--- src/rtl/alu_operand_fetch.sv ---
// ALU operand fetch stage: 8-entry register file, A/B latches, B shifter and operand muxes.
// Optional write-forwarding into the A/B latches during READ_A/READ_B is enabled by defining WB_BYPASS_EN.
module alu_operand_fetch #(
  parameter int unsigned DATA_W = 16,
  parameter int unsigned REG_AW = 3
) (
  input  logic              clk,
  input  logic              reset,
  input  logic              cmd_valid,
  output logic              cmd_ready,
  input  logic [REG_AW-1:0] cmd_rn,
  input  logic [REG_AW-1:0] cmd_rm,
  input  logic [1:0]        cmd_shift,
  input  logic              cmd_asel,
  input  logic              cmd_bsel,
  input  logic [DATA_W-1:0] cmd_imm,
  output logic              op_valid,
  input  logic              op_ready,
  output logic [DATA_W-1:0] Ain,
  output logic [DATA_W-1:0] Bin,
  input  logic              wb_en,
  input  logic [REG_AW-1:0] wb_num,
  input  logic [DATA_W-1:0] wb_data
);

  localparam int unsigned DEPTH = 1 << REG_AW;

  typedef enum logic [1:0] {
    IDLE   = 2'd0,
    READ_A = 2'd1,
    READ_B = 2'd2,
    DONE   = 2'd3
  } state_t;

  state_t              state_q;
  logic [DATA_W-1:0]   rf_q [DEPTH];
  logic [DATA_W-1:0]   a_q, b_q, imm_q;
  logic [REG_AW-1:0]   rn_q, rm_q;
  logic [1:0]          shift_q;
  logic                asel_q, bsel_q;
  logic                fwd_a, fwd_b;
  logic [DATA_W-1:0]   a_d, b_d, b_shift;

`ifdef WB_BYPASS_EN
  assign fwd_a = wb_en && (wb_num == rn_q);
  assign fwd_b = wb_en && (wb_num == rm_q);
`else
  assign fwd_a = 1'b0;
  assign fwd_b = 1'b0;
`endif

  // The file array is read before this edge's write lands, giving read-before-write by default.
  assign a_d = fwd_a ? wb_data : rf_q[rn_q];
  assign b_d = fwd_b ? wb_data : rf_q[rm_q];

  assign cmd_ready = (state_q == IDLE);
  assign op_valid  = (state_q == DONE);

  always_comb begin
    b_shift = b_q;
    unique case (shift_q)
      2'b01:   b_shift = {b_q[DATA_W-2:0], 1'b0};
      2'b10:   b_shift = {1'b0, b_q[DATA_W-1:1]};
      2'b11:   b_shift = {b_q[DATA_W-1], b_q[DATA_W-1:1]};
      default: b_shift = b_q;
    endcase
    Ain = '0;
    Bin = '0;
    if (state_q == DONE) begin
      Ain = asel_q ? '0 : a_q;
      Bin = bsel_q ? imm_q : b_shift;
    end
  end

  always_ff @(posedge clk) begin
    if (reset) begin
      state_q <= IDLE;
      a_q     <= '0;
      b_q     <= '0;
      imm_q   <= '0;
      rn_q    <= '0;
      rm_q    <= '0;
      shift_q <= '0;
      asel_q  <= 1'b0;
      bsel_q  <= 1'b0;
      for (int unsigned i = 0; i < DEPTH; i++) begin
        rf_q[i] <= '0;
      end
    end else begin
      if (wb_en) begin
        rf_q[wb_num] <= wb_data;
      end
      unique case (state_q)
        IDLE: begin
          if (cmd_valid) begin
            rn_q    <= cmd_rn;
            rm_q    <= cmd_rm;
            shift_q <= cmd_shift;
            asel_q  <= cmd_asel;
            bsel_q  <= cmd_bsel;
            imm_q   <= cmd_imm;
            state_q <= READ_A;
          end
        end
        READ_A: begin
          a_q     <= a_d;
          state_q <= READ_B;
        end
        READ_B: begin
          b_q     <= b_d;
          state_q <= DONE;
        end
        DONE: begin
          if (op_ready) begin
            state_q <= IDLE;
          end
        end
        default: state_q <= IDLE;
      endcase
    end
  end

endmodule
--- config.mk ---
export PLATFORM = sky130hd
export DESIGN_NAME = alu_operand_fetch
export DESIGN_NICKNAME = d
export VERILOG_FILES = /design/src/rtl/alu_operand_fetch.sv
export SDC_FILE = /design/constraint.sdc
export NUM_CORES = 1
export LEC_CHECK = 0
export BUFFER_PORTS_ARGS = -buffer_cell sky130_fd_sc_hd__buf_2
export CAP_MARGIN = 20
export CELL_PAD_IN_SITES_DETAIL_PLACEMENT = 0
export CELL_PAD_IN_SITES_GLOBAL_PLACEMENT = 2
export CORE_MARGIN = 2
export CORE_UTILIZATION = 41
export CTS_CLUSTER_DIAMETER = 150
export DETAILED_ROUTE_END_ITERATION = 8
export PLACE_DENSITY = 0.84
export SLEW_MARGIN = 40
export SYNTH_ARGS = -nofsm -noshare
export SYNTH_HDL_FRONTEND = slang
export SYNTH_SLANG_ARGS = --single-unit
--- constraint.sdc ---
create_clock -name clk -period 2.1 [get_ports clk]
set_input_delay 0.21 -clock clk [delete_from_list [all_inputs] [get_ports clk]]
set_output_delay 0.21 -clock clk [all_outputs]
set_load 0.01 [all_outputs]
== Word level (Yosys, flattened, before mapping) ==
Memories as Yosys holds them, arrays and structs flattened. A register that Yosys moved wholly into a read port is not among the register bits.
Index checks and enable logic that the tools add are counted.

* Bits in registers: 28
* Bits in writable memories: 128
* Bits of input ports: 50
* Output and inout bits: 34
* Word-level logic and storage cells: 36
* Memories: 1

* Equal/unequal tests: 8
* Muxes and demuxes: 16
* Reductions and logical operators: 4

{| class="wikitable"
|+ Memory list
! memory !! words !! width !! read ports !! clocked after memory_dff !! wr ports !! line !! source
|-
| rf_q || 8 || 16 || 2 || 2 || 8 || 36 || <nowiki>logic [DATA_W-1:0] rf_q [DEPTH];</nowiki>
|}

{| class="wikitable"
|+ Operator list
! operator !! number
|-
| two-way mux 16 bit || 5
|-
| one-hot mux 16 bit (3 select lines) || 1
|-
| OR reduction 16 bit || 1
|-
| == test 2 bit, second input constant || 4
|-
| one-hot mux 2 bit (4 select lines) || 1
|-
| two-way mux 1 bit || 6
|-
| == test 2 x 1 -> 1 bit, second input constant || 2
|-
| two-way mux 2 bit || 2
|-
| AND reduction 2 bit || 2
|-
| two-way mux 3 bit || 1
|-
| logical NOT 2 bit || 1
|-
| != test 2 x 1 -> 1 bit, second input constant || 1
|-
| != test 2 bit, second input constant || 1
|}

== Logic depth before layout (Yosys ltp) ==
* Depth in word-level cells: 5
* Gate-level depth with buffers: 7
* Depth with buffers taken out: 6

== Worst setup path before layout ==
OpenSTA, ideal clock, no wires.

* Kind: input-to-reg
* From: input reset
* To: memory rf_q[2][0], enable pin
* Library setup time: 334 ps
* Arrival time: 1325 ps
* Required time: 1766 ps
* Setup slack: 441 ps
* Stages on the path: 4
* Path buffers: 1
* Path through: clkbuf_1 or3b_4 nor2_1 or2_2

{| class="wikitable"
|+ RTL lines
! item !! line !! source
|-
| start, declared || 8 || <nowiki>input logic reset,</nowiki>
|-
| end, declared || 36 ||
|}

== Final worst setup path ==
* From: register shift_q[0]
* To: output Bin[15]

* Word-level cells in the longest chain between the ends: 4

{| class="wikitable"
|+ Ends and longest elaborated chain
! item !! line !! source
|-
| start, declared || 39 || <nowiki>logic [1:0] shift_q;</nowiki>
|-
| start signal, assigned || 98 || <nowiki>shift_q <= cmd_shift;</nowiki>
|-
| == test 2 bit / == test 2 x 1 -> 1 bit (equally long branches) || 61 || <nowiki>unique case (shift_q)</nowiki>
|-
| one-hot mux 16 bit (3 select lines) (*) || 61 ||
|-
| two-way mux 16 bit (*) || 71 || <nowiki>Bin = bsel_q ? imm_q : b_shift;</nowiki>
|-
| two-way mux 16 bit (*) || 69 || <nowiki>if (state_q == DONE) begin</nowiki>
|-
| end, declared || 20 || <nowiki>output logic [DATA_W-1:0] Bin,</nowiki>
|}

Every way passes the cells marked *; elsewhere a longest branch is shown, timed or not.

==> flow_metrics.env <==
export IMPL_antenna_diode_count=0
export IMPL_synth_async_reset_ratio_pct=0
export IMPL_portion_of_synthesized_cell_area_occupied_by_the_leading_cell_type_pct=39.1
export IMPL_synth_cell_area_um2=9820
export IMPL_crit_path_cell_trace="buf_4 > nor2_1 > a221oi_1 > nor3_1 > buf_2"
export IMPL_routed_wl_um=26200
export IMPL_std_cell_rows=56
export IMPL_cp_num_buf_inv=2
export IMPL_worst_setup_hold_path_clk_slew_ps=70
export IMPL_post_synth_top_area_cell="sky130_fd_sc_hd__edfxtp_1"
export IMPL_hold_class="in -> reg"
export IMPL_first_global_vias=6517
export IMPL_cts_sinks=188
export IMPL_cts_root_buffer_cell="sky130_fd_sc_hd__clkbuf_16"
export IMPL_max_slew_worst_pin_slew_ps=725
export IMPL_synth_yosys_seq_area_share_pct=51.4
export IMPL_synth_nets=909
export IMPL_route_detailed_wl_per_inst_um=20.7
export IMPL_critical_path_max_fanout=17
export IMPL_grt_pass1_wl_um=40200
export IMPL_gp_routability_congestion=0.809
export IMPL_mux_share_of_post_synthesis_cell_area_pct=16.8
export IMPL_postSynthRegisterBits=188
export IMPL_crit_required_ps=1890
export IMPL_unrepaired_setup_endpoints_after_global_routing="false"
export IMPL_slew_headroom_pct=51.7
export IMPL_cts_inserted_buffers=17
export IMPL_design_die_area_um2=25200
export IMPL_synth_cells=854
export IMPL_synth_top_family_by_area="multiplexers"
export IMPL_cts_tree="built"
export IMPL_number_of_antenna_violations_at_the_first_check_in_global_routing=0
export IMPL_dpl_hpwl_um=17700
export IMPL_grt_ovfl_total=0
export IMPL_cap_viol_max_count=0
export IMPL_synth_lib_cells_used_distinct=35
export IMPL_power_leakage_nw=4.01
export IMPL_synth_yosys_warnings=0
export IMPL_drcViolationCount=0
export IMPL_synthTopCellsByArea="sky130_fd_sc_hd__edfxtp_1, sky130_fd_sc_hd__dfxtp_1, sky130_fd_sc_hd__mux2i_1"
export IMPL_vias=6760
export IMPL_synth_top_cells_by_count="sky130_fd_sc_hd__and2_1, sky130_fd_sc_hd__edfxtp_1, sky130_fd_sc_hd__mux2i_1"
export IMPL_power_density_nw_per_um2=981
export IMPL_finalCriticalPeriod_ps=1930
export IMPL_fillers=2152
export IMPL_synthAdderAreaFrac_pct=0.637
export IMPL_drt_vias_per_instance=5.34
export IMPL_floorplan_initialDensity_pct=41.8
export IMPL_final_cycle_utilization_of_the_critical_path_pct=91.8
export IMPL_fin_nets=988
export IMPL_drive_gt1_share_pct=27.0
export IMPL_report_final_setup_viol=0
export IMPL_core_area_um2=23500
export IMPL_total_power_mw=11.0
export IMPL_critPathCaptureType="output port"
export IMPL_number_of_i_o_pins=84
export IMPL_gr_usage_all_layers_pct=20.8
export IMPL_worst_ep_arrival_time_ps=1720
export IMPL_critPathLaunchType="flop"
export IMPL_clk_path_buf_depth=2
export IMPL_yosys_area_share_xor_xnor_pct=0
export IMPL_totalNegativeSetupSlack_ps=0
export IMPL_ys_dominant_reg_cell="sky130_fd_sc_hd__edfxtp_1"
export IMPL_cts_post_setup_buffers_inserted=0
export IMPL_final_setup_skew_ps=7.21
export IMPL_floorplan_die_height_um=159
export IMPL_post_synth_top_count_cell="sky130_fd_sc_hd__and2_1"
export IMPL_status="completed"
export IMPL_synth_edff_count=128
export IMPL_worst_path_dominant_cell_family="buffers and inverters"
export IMPL_critPathKind="reg -> out"
export IMPL_worstSkewPairLatency_ps=430
export IMPL_flow_area_growth_from_synthesis_pct=14.5
export IMPL_hold_viol_final=0
export IMPL_first_iteration_detailed_routing_drc_count=523
export IMPL_synth_compound_gate_area_share_pct=11.4
export IMPL_synth_simple_gate_area_share_pct=15.7
export IMPL_cpPeakStageDelay_ps=360
export IMPL_cts_max_level=4
export IMPL_worst_ir_drop_vdd_mv=0.645
export IMPL_maximum_number_of_pins_on_one_net_before_global_route_repair=52
export IMPL_drt_pass1_iter_count=5
export IMPL_i_o_buffers=83
export IMPL_slowest_stage="sky130_fd_sc_hd__a221oi_1"
export IMPL_antenna_violating_nets_post_route=0
export IMPL_synth_avg_cell_area_um2=11.5
export IMPL_final_count_of_pins_violating_max_slew=0
export IMPL_die_w_um=159
export IMPL_fmaxAchievable_mhz=519
-- cell type report --
type                            instances  area, um2  area share, %
Tap cell                              319        399           3.55
Timing Repair Buffer                  123        812           7.22
Inverter                                5       18.8          0.167
Clock inverter                         15        160           1.42
Clock buffer                           17        425           3.78
Sequential cell                       188       5050           44.9
Multi-Input combinational cell        598       4380           38.9
-- logic make-up (layout without fill, tap and decap cells) --
logic type / count (synthesis) / in the layout
compound gates: 141 / 141
fa+ha+maj: 5 / 5
buf+inv: 68 / 160
flops: 188 / 188
mux: 157 / 157
simple gates: 295 / 295
-- flip-flops by register name, indices dropped and copies added, names as in the netlist --
name	cells
state_q	2
asel_q	1
b_q	16
rf_q	128
bsel_q	1
rm_q	3
a_q	16
imm_q	16
shift_q	2
rn_q	3
-- per-stage QoR --
stage               hold WS (ps)  instance area (um2)  instances  util (%)  setup slack [ps]
detailed placement           446                10600       1231      45.3               341
floorplan                    346                 9820        854         -               441
global placement             441                10600       1231      45.3               376
global route                17.0                11200       1265      47.9              60.6
CTS                         1.08                11200       1265      47.9              44.7
finish                      6.46                11200       1265      47.9               173
-- final timing paths --
check | start | slack, ps | endpoint | cells after the start
hold / removal | cmd_imm[0] | 6 | imm_q[0] | 3
setup / recovery | shift_q[0] | 170 | Bin[15] | 5
setup reg to reg | rm_q[0] | 370 | b_q[6] | 5
hold reg to reg | imm_q[1] | 460 | imm_q[1] | 2
-- metal layers --
metal,GRT usage (%),part of all wire [%]
met1,30.8,49
met4,4.38,1.0
met2,31.9,44
met5,0,0
met3,3.40,6.4
-- cells in the final DEF (no fill, tap or decap), types with 2 or more instances in the layout --
master,synthesis,final
sky130_fd_sc_hd__mux2i_1,93,93
sky130_fd_sc_hd__dfxtp_1,60,57
sky130_fd_sc_hd__nand2b_1,4,4
sky130_fd_sc_hd__clkbuf_16,0,17
sky130_fd_sc_hd__inv_1,4,4
sky130_fd_sc_hd__a21oi_1,26,26
sky130_fd_sc_hd__a221oi_1,2,2
sky130_fd_sc_hd__dfxtp_2,0,3
sky130_fd_sc_hd__clkinv_8,0,2
sky130_fd_sc_hd__a221o_1,24,24
sky130_fd_sc_hd__inv_8,0,2
sky130_fd_sc_hd__edfxtp_1,128,128
sky130_fd_sc_hd__dlygate4sd3_1,0,2
sky130_fd_sc_hd__o221ai_1,8,8
sky130_fd_sc_hd__a22oi_1,8,8
sky130_fd_sc_hd__and2_1,145,145
sky130_fd_sc_hd__nand2_1,70,70
sky130_fd_sc_hd__clkinv_1,1,2
sky130_fd_sc_hd__clkinvlp_4,0,2
sky130_fd_sc_hd__buf_12,4,7
sky130_fd_sc_hd__o21ai_0,15,15
sky130_fd_sc_hd__a211oi_2,24,24
sky130_fd_sc_hd__mux2_2,64,64
sky130_fd_sc_hd__inv_6,0,4
sky130_fd_sc_hd__ha_1,5,5
sky130_fd_sc_hd__clkinv_4,0,2
sky130_fd_sc_hd__nor2_1,56,56
sky130_fd_sc_hd__o22ai_1,25,25
sky130_fd_sc_hd__nor3_1,4,4
sky130_fd_sc_hd__buf_4,1,30
sky130_fd_sc_hd__buf_2,7,83
sky130_fd_sc_hd__nor2b_1,4,3
sky130_fd_sc_hd__a211oi_1,9,9
sky130_fd_sc_hd__or2_2,8,8
-- worst register-to-register path: stages (launching register included) --
cell                       delay, ps
sky130_fd_sc_hd__dfxtp_2         520
sky130_fd_sc_hd__buf_12          260
sky130_fd_sc_hd__mux2_2          400
sky130_fd_sc_hd__o22ai_1         150
sky130_fd_sc_hd__a221o_1         180
sky130_fd_sc_hd__a211oi_2         80
-- report_power, final --
group | internal, mW | total [mW] | switching, mW | leakage [nW]
Combinational | 1.27 | 2.98 | 1.71 | 2.01
Sequential | 4.44 | 4.82 | 0.386 | 1.72
Clock | 1.68 | 3.21 | 1.53 | 0.279
-- timing repair --
action	4_1_cts	5_1_grt
resized for setup	0	3
hold buffers	2	0
hold endpoints to repair	2	0
setup endpoints to repair	0	16
Power figures use the tool's default switching activity.
